File: config.mk
export PLATFORM = sky130hd
export DESIGN_NAME = imem_loader
export DESIGN_NICKNAME = d
export VERILOG_FILES = /design/src/rtl/imem_loader.sv
export SDC_FILE = /design/constraint.sdc
export NUM_CORES = 1
export LEC_CHECK = 0
export ABC_AREA = 1
export CORE_MARGIN = 8
export CORE_UTILIZATION = 50
export DETAILED_ROUTE_END_ITERATION = 10
export PLACE_DENSITY = 0.74
export SLEW_MARGIN = 20
export SYNTH_ARGS = -nofsm -noshare
export SYNTH_HDL_FRONTEND = slang
export SYNTH_SLANG_ARGS = --single-unit
File: constraint.sdc
create_clock -name clk -period 2.6 [get_ports clk]
set_input_delay 0.78 -clock clk [delete_from_list [all_inputs] [get_ports clk]]
set_output_delay 0.78 -clock clk [all_outputs]
set_load 0.03 [all_outputs]
File: src/rtl/imem_loader.sv
// Byte-stream program loader: parses a framed stream (16-bit word count, little-endian
// instruction words, 8-bit additive checksum), writes the words into instruction memory
// and keeps the core in reset until a frame has been loaded and verified.
module imem_loader #(
  parameter int unsigned ADDR_WIDTH = 6,
  parameter int unsigned CNT_WIDTH  = 8
) (
  input  logic                  clk,
  input  logic                  reset,
  input  logic                  start,
  input  logic                  rx_valid,
  input  logic [7:0]            rx_data,
  output logic                  rx_ready,
  output logic                  we,
  output logic [ADDR_WIDTH-1:0] waddr,
  output logic [31:0]           wdata,
  output logic                  cpu_reset,
  output logic                  done,
  output logic                  error,
  output logic [1:0]            err_code,
  output logic [CNT_WIDTH-1:0]  bad_op_count
);

  localparam int unsigned DEPTH = 2 ** ADDR_WIDTH;

  typedef enum logic [2:0] {
    StIdle,
    StHdr0,
    StHdr1,
    StData,
    StCsum,
    StDone,
    StErr
  } state_e;

  state_e                state_q, state_d;
  logic [15:0]           count_q;
  logic [ADDR_WIDTH-1:0] idx_q;
  logic [1:0]            lane_q;
  logic [7:0]            sum_q;
  logic [23:0]           lanes_q;   // bytes 0..2 of the word being assembled
  logic                  we_q;
  logic [ADDR_WIDTH-1:0] waddr_q;
  logic [31:0]           wdata_q;
  logic [1:0]            err_code_q;
  logic [CNT_WIDTH-1:0]  bad_q;

  logic        accept;
  logic        restart;
  logic [15:0] hdr_count;
  logic        len_bad;
  logic        last_word;
  logic [31:0] word;
  logic        word_bad;

  function automatic logic op_supported(input logic [6:0] op);
    case (op)
      7'b0000011, 7'b0100011, 7'b0110011,
      7'b0010011, 7'b1100011, 7'b1101111: return 1'b1;
      default:                            return 1'b0;
    endcase
  endfunction

  assign accept    = rx_valid && rx_ready;
  assign restart   = start && ((state_q == StIdle) || (state_q == StDone) || (state_q == StErr));
  assign hdr_count = {rx_data, count_q[7:0]};
  assign len_bad   = (hdr_count == 16'd0) || (32'(hdr_count) > DEPTH);
  assign last_word = (32'(idx_q) == (32'(count_q) - 32'd1));
  // The fourth byte completes the word straight off the input, no extra cycle.
  assign word      = {rx_data, lanes_q};
  assign word_bad  = !op_supported(word[6:0]);

  assign we           = we_q;
  assign waddr        = waddr_q;
  assign wdata        = wdata_q;
  assign err_code     = err_code_q;
  assign bad_op_count = bad_q;

  // State register.
  always_ff @(posedge clk) begin
    if (reset) begin
      state_q <= StIdle;
    end else begin
      state_q <= state_d;
    end
  end

  // Next-state decode and state-derived outputs.
  always_comb begin
    state_d   = state_q;
    rx_ready  = 1'b0;
    done      = 1'b0;
    error     = 1'b0;
    cpu_reset = 1'b1;
    case (state_q)
      StIdle, StDone, StErr: begin
        done      = (state_q == StDone);
        error     = (state_q == StErr);
        cpu_reset = (state_q != StDone);
        if (start) state_d = StHdr0;
      end
      StHdr0: begin
        rx_ready = 1'b1;
        if (accept) state_d = StHdr1;
      end
      StHdr1: begin
        rx_ready = 1'b1;
        if (accept) state_d = len_bad ? StErr : StData;
      end
      StData: begin
        rx_ready = 1'b1;
        if (accept && (lane_q == 2'd3) && last_word) state_d = StCsum;
      end
      StCsum: begin
        rx_ready = 1'b1;
        if (accept) state_d = (rx_data == sum_q) ? StDone : StErr;
      end
      default: state_d = StIdle;
    endcase
  end

  // Frame datapath: header count, byte lanes, checksum, write port and opcode counter.
  always_ff @(posedge clk) begin
    if (reset) begin
      count_q    <= '0;
      idx_q      <= '0;
      lane_q     <= '0;
      sum_q      <= '0;
      lanes_q    <= '0;
      we_q       <= 1'b0;
      waddr_q    <= '0;
      wdata_q    <= '0;
      err_code_q <= '0;
      bad_q      <= '0;
    end else begin
      we_q <= 1'b0;
      if (restart) begin
        idx_q      <= '0;
        lane_q     <= '0;
        sum_q      <= '0;
        err_code_q <= '0;
        bad_q      <= '0;
      end else if (accept) begin
        case (state_q)
          StHdr0: count_q[7:0] <= rx_data;
          StHdr1: begin
            count_q[15:8] <= rx_data;
            if (len_bad) err_code_q <= 2'b01;
          end
          StData: begin
            sum_q  <= sum_q + rx_data;
            lane_q <= lane_q + 2'd1;
            case (lane_q)
              2'd0: lanes_q[7:0]   <= rx_data;
              2'd1: lanes_q[15:8]  <= rx_data;
              2'd2: lanes_q[23:16] <= rx_data;
              default: begin
                we_q    <= 1'b1;
                waddr_q <= idx_q;
                wdata_q <= word;
                idx_q   <= idx_q + ADDR_WIDTH'(1);
                if (word_bad && (bad_q != {CNT_WIDTH{1'b1}})) begin
                  bad_q <= bad_q + CNT_WIDTH'(1);
                end
              end
            endcase
          end
          StCsum: if (rx_data != sum_q) err_code_q <= 2'b10;
          default: ;
        endcase
      end
    end
  end

endmodule

== Word-level counts from Yosys, hierarchy flattened ==
Cells that the tools add are included.

* $add $sub $neg: 5
* $mul: 0
* Div/mod/pow operators: 0
* $lt $le $gt $ge: 1
* Equality and inequality tests: 27
* Shifts and indexed selects: 0
* Multiplexer cells: 17
* Bitwise logic cells: 4
* Reductions and logical operators: 30

{| class="wikitable"
|+ Operators by type and width
! kind !! count
|-
| == test 6 x 32 -> 1 bit || 1
|-
| AND reduction 4 bit || 6
|-
| 2-to-1 mux 3 bit || 6
|-
| subtractor 16 x 1 -> 17 bit (second input constant) || 1
|-
| > comparator 16 x 7 -> 1 bit (second input constant) || 1
|-
| logical NOT 16 bit || 1
|-
| one-hot mux 3 bit (5 select lines) || 1
|-
| == test 7 x 6 -> 1 bit (second input constant) || 2
|-
| == test 7 bit (second input constant) || 2
|-
| != test 2 bit (second input constant) || 7
|-
| == test 3 bit (second input constant) || 3
|-
| AND reduction 3 bit || 3
|-
| adder 8 x 1 -> 8 bit (second input constant) || 1
|-
| adder 8 bit || 1
|-
| == test 8 bit || 1
|-
| != test 8 bit || 1
|-
| != test 8 bit (second input constant) || 1
|-
| OR reduction 4 bit || 2
|-
| == test 7 x 2 -> 1 bit (second input constant) || 1
|-
| == test 7 x 5 -> 1 bit (second input constant) || 1
|-
| adder 6 x 1 -> 6 bit (second input constant) || 1
|-
| == test 3 x 2 -> 1 bit (second input constant) || 2
|-
| 2-to-1 mux 1 bit || 6
|-
| 2-to-1 mux 2 bit || 3
|-
| other kinds (18) || 29
|}

* Flip-flop bits (word level): 108
* Latch bits: 0
* Bits in writable memories: 0
* Memory bits (read-only): 0
* Bits of input ports: 12
* Word-level logic and storage cells: 98
* Memories kept: 0

== Depth between registers and ports, before layout ==
* Depth in word-level cells: 8
* Mapped depth: 15
* Gate-level depth less buffers: 15

== Least setup slack after synthesis ==
No wires, ideal clock.

* Path kind: input-to-reg
* From: input port rx_data[0]
* To: register sum_q[6]
* Data arrival time: 2.156 ns
* Data required time: 2.486 ns
* Slack: 0.331 ns
* Stages on the path: 9
* Buffers on the path: 0
* Cells stage by stage: ha_1 -> inv_1 -> fa_1 -> o31ai_1 -> a21oi_1 -> o21bai_1 -> xor2_1 -> o21bai_1 -> inv_1

* Longest elaborated chain between the ends: 1

{| class="wikitable"
|+ Ends and longest elaborated chain
! item !! RTL line !! text
|-
| start, declared || 12 || <nowiki>input logic [7:0] rx_data,</nowiki>
|-
| adder 8 bit || 151 || <nowiki>sum_q <= sum_q + rx_data;</nowiki>
|-
| end signal, assigned || 151 ||
|-
| end, declared || 40 || <nowiki>logic [7:0] sum_q;</nowiki>
|}

Every way passes these cells.
A chain may end at the register's enable or synchronous reset.

== Final worst setup path ==
Same ends and word-level chain as after synthesis.

==> results_dict.tcl <==
set metrics [dict create \
    postCtsSetupBuffers 0 \
    leakagePower_nw 2.50 \
    finClkSkew_ns 0.0112 \
    critPathCaptureType "flop" \
    die_y_um 115 \
    synth_edf_count 0 \
    drive_gt1_share_pct 9.74 \
    internal_power_mw 2.53 \
    grt_use_total_pct 19.3 \
    synth_area_leaders "dfxtp_1 44%, a21oi_1 10%, o21ai_0 9.4%" \
    first_global_vias 4337 \
    ys.flop_type "dfxtp_1" \
    cts-root-buf "clkbuf_8" \
    combPwrFrac_pct 29.2 \
    fin_tns_setup_ns 0 \
    clkSinkCount 108 \
    grt_first_pass_wirelength_mm 20.7 \
    critPathLaunchType "input pin" \
    hold_class "reg2reg" \
    area_delta_synth_final_pct 23.0 \
    placementRows 36 \
    min_period_ns 2.46 \
    finalCritPeriodShare_pct 94.7 \
    ys_seq_elements 108 \
    power_density_nw_per_um2 655 \
    power_switching_mw 1.43 \
    ir_drop_mv 0.267 \
    io_buffers 64 \
    setup.worst_path.start "rx_data[0]" \
    synth.avg_cell_area_sq_um 7.50 \
    yosysSeqAreaShare_pct 44.1 \
    cts_max_level 3 \
    worst_pin_slew_ns 0.500 \
    grt_remaining_overflow 0 \
    fillers 885 \
    seq_power_share_pct 45.4 \
    path_clk_slew_ns 0.10 \
    setup_viol 0 \
    ys.warnings.count 0 \
    first_iter_violations 363 \
    path_class "in2reg" \
    rsz0062_at_grt "false" \
    initial_core_util_pct 50.9 \
    timing.rr.start "count_q[0]$_SDFFE_PP0P_" \
    clkLatencyLatePin_ns 0.37 \
    core_sq_um 9640 \
    grt_max_degree 72 \
    antenna_left 0 \
    crit_end "sum_q[6]$_SDFFE_PP0P_" \
    netlist_instances 654 \
    via_per_inst 5.26 \
    hpwlAfterDp_mm 9.20 \
    final_util_pct 62.6 \
    nets 762 \
    p_total_mw 3.95 \
    gp_congestion 0.932 \
    routedWlPerCell_um 14.3 \
    antenna_found_initial 0 \
    critPathMaxFanout 3 \
    die_w_um 115 \
    drt_wl_total_mm 12.4 \
    reg2reg_slack_ns 0.55 \
    async_flop_share_pct 0 \
    clockBufferDepth 2 \
    drt_pass1_iterations 5 \
    numCtsBuffers 9 \
    synth_area_sq_um 4910 \
    worst_r2r_endpoint "state_q[0]$_SDFFE_PP0P_" \
    slew-limit-headroom_pct 66.5 \
    swShare_pct 36.1 \
    max_freq_mhz 406 \
    worst_r2r_path_depth 13 \
    power_frac_clock_pct 25.3 \
    vias 4583 \
    ios 65 \
    yosys.area.top_type "dfxtp_1" \
    required_ns 2.88 \
    synthesis.nets 682 \
    final_max_slew_viol_count 0 \
    dp.cells 856 \
    final_cell_count_no_fill 872 \
    dieArea_sq_um 13200 \
    drv_cap 0 \
    drc 0 \
    synth_top_area_share_pct 44.1 \
    arrival_ns 2.74 \
    ys_types 43 \
    n_antenna_cell 0 \
    hold_viol 0 \
    outcome "finished, final reports clean" \
    cts_tree "built" \
]
-- how the worst min path moves through the flow --
stage                             start  cells past startpoint  slack (ns)                  endpoint
2_1_floorplan  lanes_q[10]$_SDFFE_PP0P_                      2        0.43  lanes_q[10]$_SDFFE_PP0P_
3_3_place_gp   lanes_q[19]$_SDFFE_PP0P_                      2        0.44  lanes_q[19]$_SDFFE_PP0P_
3_5_place_dp   lanes_q[19]$_SDFFE_PP0P_                      2        0.44    wdata[19]$_SDFFE_PP0P_
4_1_cts        lanes_q[19]$_SDFFE_PP0P_                      2        0.46    wdata[19]$_SDFFE_PP0P_
5_1_grt        lanes_q[16]$_SDFFE_PP0P_                      2        0.48    wdata[16]$_SDFFE_PP0P_
6_report       lanes_q[19]$_SDFFE_PP0P_                      2        0.46    wdata[19]$_SDFFE_PP0P_
-- critical path, stage by stage --
cell             delay, ns
clkdlybuf4s50_1       0.53
ha_1                  0.19
inv_1                 0.06
fa_1                  0.41
o31ai_2               0.23
a21oi_1               0.10
o21bai_1              0.17
xor2_1                0.09
o21bai_1              0.13
inv_1                 0.05
-- power by group through the flow --
stage / Sequential [mW] / Combinational [mW] / Clock [mW]
finish: 1.80 / 1.16 / 1.00
global route: 1.81 / 1.31 / 1.08
CTS: 1.79 / 1.14 / 1.02
detailed placement: 1.83 / 1.15 / 0
global placement: 1.83 / 1.12 / 0
floorplan: 1.82 / 0.842 / 0
-- final cells by class --
class | instances | area (sq um) | share of cell area, %
multi-input combinational | 430 | 2300 | 38.0
sequential | 108 | 2160 | 35.8
timing repair buffer | 93 | 871 | 14.4
inverter | 92 | 348 | 5.76
tap | 133 | 166 | 2.76
clock buffer | 10 | 138 | 2.28
clock inverter | 6 | 53.8 | 0.892
-- flip-flops by register name, indices dropped and copies added (netlist names) --
signal,flops
wdata,32
lanes_q,24
count_q,16
bad_op_count,8
sum_q,8
idx_q,6
waddr,6
state_q,3
err_code,2
lane_q,2
we,1
-- cell families after synthesis --
| family | after synthesis | share of synthesized area [%] |
|---|---|---|
| simple gates | 201 | 19.1 |
| compound gates | 202 | 21.3 |
| xor+xnor | 11 | 1.96 |
| buf+inv | 116 | 9.31 |
| flops | 108 | 44.1 |
| fa+ha+maj | 16 | 4.23 |
-- cells in the mapped netlist (2+ instances only) --
| master | number |
|---|---|
| nor2_2 | 2 |
| xor2_1 | 8 |
| a21oi_1 | 98 |
| a211oi_1 | 2 |
| or2_2 | 3 |
| clkinv_2 | 2 |
| dfxtp_1 | 108 |
| nor3b_1 | 3 |
| nor2_1 | 54 |
| o21ai_0 | 92 |
| nor3_1 | 6 |
| inv_2 | 4 |
| ha_1 | 15 |
| xnor2_1 | 3 |
| nand2_4 | 2 |
| nand2_2 | 3 |
| nor3_2 | 2 |
| nand2_1 | 81 |
| buf_2 | 4 |
| clkbuf_1 | 16 |
| clkbuf_2 | 2 |
| nand4_1 | 7 |
| nor4_1 | 3 |
| inv_1 | 86 |
| nand3_1 | 27 |
| o21bai_1 | 4 |
-- metrics by stage --
stage          instance area, sq um  hold slack (ns)  setup WS (ns)
2_1_floorplan                  4910            0.430          0.331
4_1_cts                        6020            0.460         0.0383
6_report                       6030            0.456          0.137
3_3_place_gp                   5830            0.440         -0.288
5_1_grt                        6030            0.479         0.0127
3_5_place_dp                   5830            0.445         -0.341
-- per-layer routing --
metal  vias to the layer above  global-route usage, %  share of wire [%]
li1                       2306                      -                  -
met1                      2116                   24.5                 45
met2                       146                   32.3                 47
met3                        15                   3.05                6.5
met4                         0                   6.83                1.3
met5                         -                      0                  0
-- cells in the final DEF, fill, tap and decap left out, types with 4 or more instances in the layout --
cell | Yosys | layout
clkdlybuf4s50_1 | 0 | 60
ha_1 | 15 | 15
nor3_1 | 6 | 6
xor2_1 | 8 | 8
o21ai_0 | 92 | 92
nand3_1 | 27 | 27
nor2_1 | 54 | 54
clkbuf_8 | 0 | 10
buf_4 | 1 | 28
nand4_1 | 7 | 7
inv_2 | 4 | 4
inv_1 | 86 | 86
dfxtp_1 | 108 | 108
nand2_1 | 81 | 81
a21oi_1 | 98 | 98
-- what timing repair did --
item                                    in CTS  in global routing
hold buffers                                 0                  0
endpoints found under the setup margin       3                  4
pin swaps                                    0                  1
gates resized for setup                      3                  4
cloned                                       0                  0
No activity file was read; power rests on OpenSTA's default activity.
